===== config.mk =====
export PLATFORM = sky130hd
export DESIGN_NAME = seq_mod_unit
export DESIGN_NICKNAME = d
export VERILOG_FILES = /design/src/rtl/lcm_chk_pkg.sv /design/src/rtl/seq_mod_unit.sv
export SDC_FILE = /design/constraint.sdc
export NUM_CORES = 1
export LEC_CHECK = 0
export ABC_CLOCK_PERIOD_IN_PS = 3600
export CORE_MARGIN = 3
export CORE_UTILIZATION = 45
export DETAILED_ROUTE_END_ITERATION = 8
export PLACE_DENSITY = 0.79
export SKIP_LAST_GASP = 1
export SYNTH_ARGS = -nofsm -noshare
export SYNTH_HDL_FRONTEND = slang
export SYNTH_SLANG_ARGS = --single-unit

===== constraint.sdc =====
create_clock -name clk -period 3.6 [get_ports clk]
set_input_delay 0.72 -clock clk [delete_from_list [all_inputs] [get_ports clk]]
set_output_delay 0.72 -clock clk [all_outputs]
set_load 0.05 [all_outputs]

===== src/rtl/lcm_chk_pkg.sv =====
// ---------------------------------------------------------------------------
// lcm_chk_pkg
// Shared definitions for the GCD/LCM result checker: the checker FSM state
// encoding and the bit positions inside the 4-bit error code.
// ---------------------------------------------------------------------------
package lcm_chk_pkg;

  // IDLE waits for a transaction, MUL forms a*b and g*l, DIV forms a mod g
  // and b mod g, RESP presents the verdict until the consumer takes it.
  typedef enum logic [1:0] {
    ST_IDLE = 2'd0,
    ST_MUL  = 2'd1,
    ST_DIV  = 2'd2,
    ST_RESP = 2'd3
  } state_t;

  // Error code bit positions
  localparam int ERR_ZERO  = 0;
  localparam int ERR_DIV_A = 1;
  localparam int ERR_DIV_B = 2;
  localparam int ERR_PROD  = 3;

endpackage


===== src/rtl/seq_mod_unit.sv =====
// ---------------------------------------------------------------------------
// seq_mod_unit
// Bit-serial restoring remainder: dividend mod divisor, one dividend bit per
// step, most significant bit first. DW steps after start the remainder is
// complete.
//
// Ports:
//   clk, rst_n  clock, asynchronous active-low reset
//   start       load dividend and clear the partial remainder
//   step        perform one restoring step
//   dividend    DW-bit dividend, sampled on start
//   divisor     DW-bit divisor, must be held stable while stepping
//   rem_o       DW+1-bit partial remainder
// ---------------------------------------------------------------------------
module seq_mod_unit
  import lcm_chk_pkg::*;
#(
  parameter int DW = 8
) (
  input  logic          clk,
  input  logic          rst_n,
  input  logic          start,
  input  logic          step,
  input  logic [DW-1:0] dividend,
  input  logic [DW-1:0] divisor,
  output logic [DW:0]   rem_o
);

  logic [DW:0]   r_rem;
  logic [DW-1:0] r_dvd;
  logic [DW:0]   w_trial;
  logic [DW:0]   w_next;

  // Shift the next dividend bit into the partial remainder and subtract the
  // divisor whenever it fits (restoring: otherwise keep the shifted value).
  always_comb begin
    w_trial = {r_rem[DW-1:0], r_dvd[DW-1]};
    if (w_trial >= {1'b0, divisor}) begin
      w_next = w_trial - {1'b0, divisor};
    end else begin
      w_next = w_trial;
    end
  end

  // While stepping, rem_o already includes the current step, so the caller
  // can register a verdict on the very edge of the final step.
  assign rem_o = step ? w_next : r_rem;

  always_ff @(posedge clk or negedge rst_n) begin
    if (!rst_n) begin
      r_rem <= '0;
      r_dvd <= '0;
    end else if (start) begin
      r_rem <= '0;
      r_dvd <= dividend;
    end else if (step) begin
      r_rem <= w_next;
      r_dvd <= {r_dvd[DW-2:0], 1'b0};
    end
  end

endmodule


==> metrics.cfg <==
[run_status]
outcome = finished, final reports clean

[timing]
report.final.slew_viol_count = 0
max_freq_ghz = 0.2815
setup_viol = 0
setup_tns_ns = 0
tightest_slew_ns = 0.7889
rsz0062_at_grt = yes
min_period_ns = 3.553
relSlewSlack = 0.4724
hold_violations = 0
finClkSkew_ns = 0.004399
period_share = 0.9869

[global_route]
grt_max_degree = 30
grt_pass1_wl_um = 6341
grt_pass1_vias = 1399
antenna_found_initial = 0
overflow = 0
grt.total_usage = 0.2282

[critical_path]
cp_data_arrival_time_ns = 2.83
cp-end-kind = output pin
worst_ep_required_time_ns = 2.88
critical_path.cell_chain = clkdlybuf4s50_1 > inv_1 > ha_4 > and3_4 > and3_4 > a21o_1 > mux2_4 > mux2_4 > buf_8
ff2ff_setup_slack_ns = 1.01
cp-start-kind = input port
worstPathMaxFanout = 4
path_delay_family = buffers and inverters
crit_slowest_cell = clkdlybuf4s50_1
critPathMaxStageDelay_ns = 0.46
critPathKind = in -> out
critPathBufInv = 3

[yosys]
syn_avg_cell_area_um2 = 8.514
synthFlopType = dfrtp_1
syn_area_mm2 = 0.001354
synth_top_area_frac = 0.3142
syn-num-nets = 188
yosysSeqAreaShare = 0.3142
synth_area_leaders = dfrtp_1 (31%), ha_1 (7.4%), mux2i_1 (6.7%), nand2_1 (5.0%), o21ai_0 (4.4%)
yosys.area.top_type = dfrtp_1
synth_edf_count = 0
syn_inst = 159
synth.distinct_cells = 43
async_reset_ff_frac = 1.000
ys_ff_latch = 17
yosysWarnings = 0

[detailed_routing]
dr_total_vias = 1419
wirelength_um = 3973
viasPerCell = 5.745
first_pass_iters = 4
wire_per_inst_um = 16.09
ant_nets = 0
drc = 0
drt_iter0_markers = 75

[place]
place_inst = 232
dpl.hpwl_um = 2696
gp_congestion = 0.8502
io_buffers = 28

[floorplan]
placement_rows = 19
die_area_mm2 = 0.003703
initial_core_util = 0.4826
die_y_um = 60.85
io_pins = 29
core_mm2 = 0.002805
die_w_um = 60.85

[cts]
cts.htree.levels = 1
cts_buffer_depth = 2
clk_latency_ns = 0.29
clk_pin_slew_ns = 0.09
hold_buffers = 0
cts_inserted_buffers = 3
cts_sinks = 17
cts_tree = done
root_buffer = clkbuf_4

[final_layout]
drive_gt1_frac = 0.3657
nets = 246
layoutNonFillerInstCount = 247
antenna-diode-count = 0
area_growth_pct = 58.87
layout_commonest_cell = buf_4
final_cell_mix = buf_4 (34), nand2_1 (17), dfrtp_1 (17), clkdlybuf4s50_1 (16)

[power_and_ir_drop]
ir_worst_vdd_mv = 0.2607
p_leak_nw = 0.9671
power.density_mw_per_mm2 = 385.5

[flow_run]
drv_cap = 0

[hold_path]
holdCritPathClass = reg -> reg

cells in the mapped netlist (all sizes together) (2+ instances only):
cell type  count
a211oi         5
a21o           2
a21oi         10
a2bb2oi        3
a311oi         2
a31oi          4
and3           2
buf            3
clkbuf         6
dfrtp         17
ha             8
inv           12
mux2           3
mux2i          9
nand2         18
nand2b         3
nand3          2
nand4b         2
nor2          12
nor2b          4
nor3           3
o21ai         14
o22ai          2
path summary, 6_finish.rpt:
kind | startpoint | end | depth (start not counted)
setup / recovery | divisor[5] | rem_o[2] | 9
hold / removal | r_dvd[0] | r_dvd[0] | 2
setup reg to reg | r_dvd[7] | r_rem[8] | 15
hold reg to reg | r_dvd[0] | r_dvd[0] | 2
max in group asynchronous | rst_n | r_dvd[5] | 1
min in group asynchronous | rst_n | r_dvd[1] | 1
final cells by class:
| cell class | instances | area, µm² |
|---|---|---|
| inverter | 12 | 45.04 |
| clock buffer | 4 | 26.28 |
| timing repair buffer | 62 | 609.3 |
| sequential | 17 | 425.4 |
| tap | 31 | 38.79 |
| multi-input combinational | 121 | 1006 |
| fill | 203 | 654.4 |
per-stage QoR:
step / hold WS (ns) / util / power [mW] / cell area (µm²) / setup slack, ns
5_1_grt: 0.6051 / 0.7667 / 0.8771 / 2151 / -0.02970
2_1_floorplan: 0.4244 / - / 0.4641 / 1364 / 0.009895
3_3_place_gp: 0.5349 / 0.6735 / 0.6347 / 1889 / -0.3245
6_report: 0.5588 / 0.7667 / 0.8291 / 2151 / 0.04703
4_1_cts: 0.5609 / 0.7386 / 0.7941 / 2072 / 0.003897
3_5_place_dp: 0.5438 / 0.6735 / 0.6459 / 1889 / -0.3525
timing repair:
item | 4_1_cts | 5_1_grt
setup buffers | 7 | 4
pin swaps | 9 | 12
gates resized for setup | 24 | 14
setup endpoints to repair | 6 | 5
worst register-to-register path, delay by kind of cell, from the launching register on:
family	cells	cell delay [ns]
AO/OA/AOI/OAI	5	0.81
adder cells (fa/ha/maj)	2	0.50
buffers and inverters	8	0.76
flip-flops	1	0.40
flip-flops by register name, summed over array words and instances, names as in the netlist:
signal / cells
r_dvd: 8
r_rem: 9
cells by family after synthesis:
group,count (synthesis),share of synthesized area
multiplexers,12,0.09150
AND/OR/NAND/NOR,47,0.1673
flip-flops,17,0.3142
AO/OA/AOI/OAI,52,0.2662
adder cells (fa/ha/maj),9,0.08873
buffers and inverters,21,0.06562
XOR/XNOR,1,0.006471
layer usage:
metal,vias up,share of wire,routed length [µm],global-route usage
met5,-,0,0,0
met4,0,0.016,65,0.08359
met3,8,0.052,205,0.01489
met2,52,0.51,2016,0.3832
met1,663,0.42,1686,0.3085
li1,696,-,-,-
report_power, final:
group	switching (mW)	internal [mW]	leakage (nW)
registers	0.0197	0.210	0.218
clock network	0.0566	0.0430	0.0150
logic	0.247	0.253	0.734
total	0.323	0.506	0.967
(Power assumes the default switching activity.)
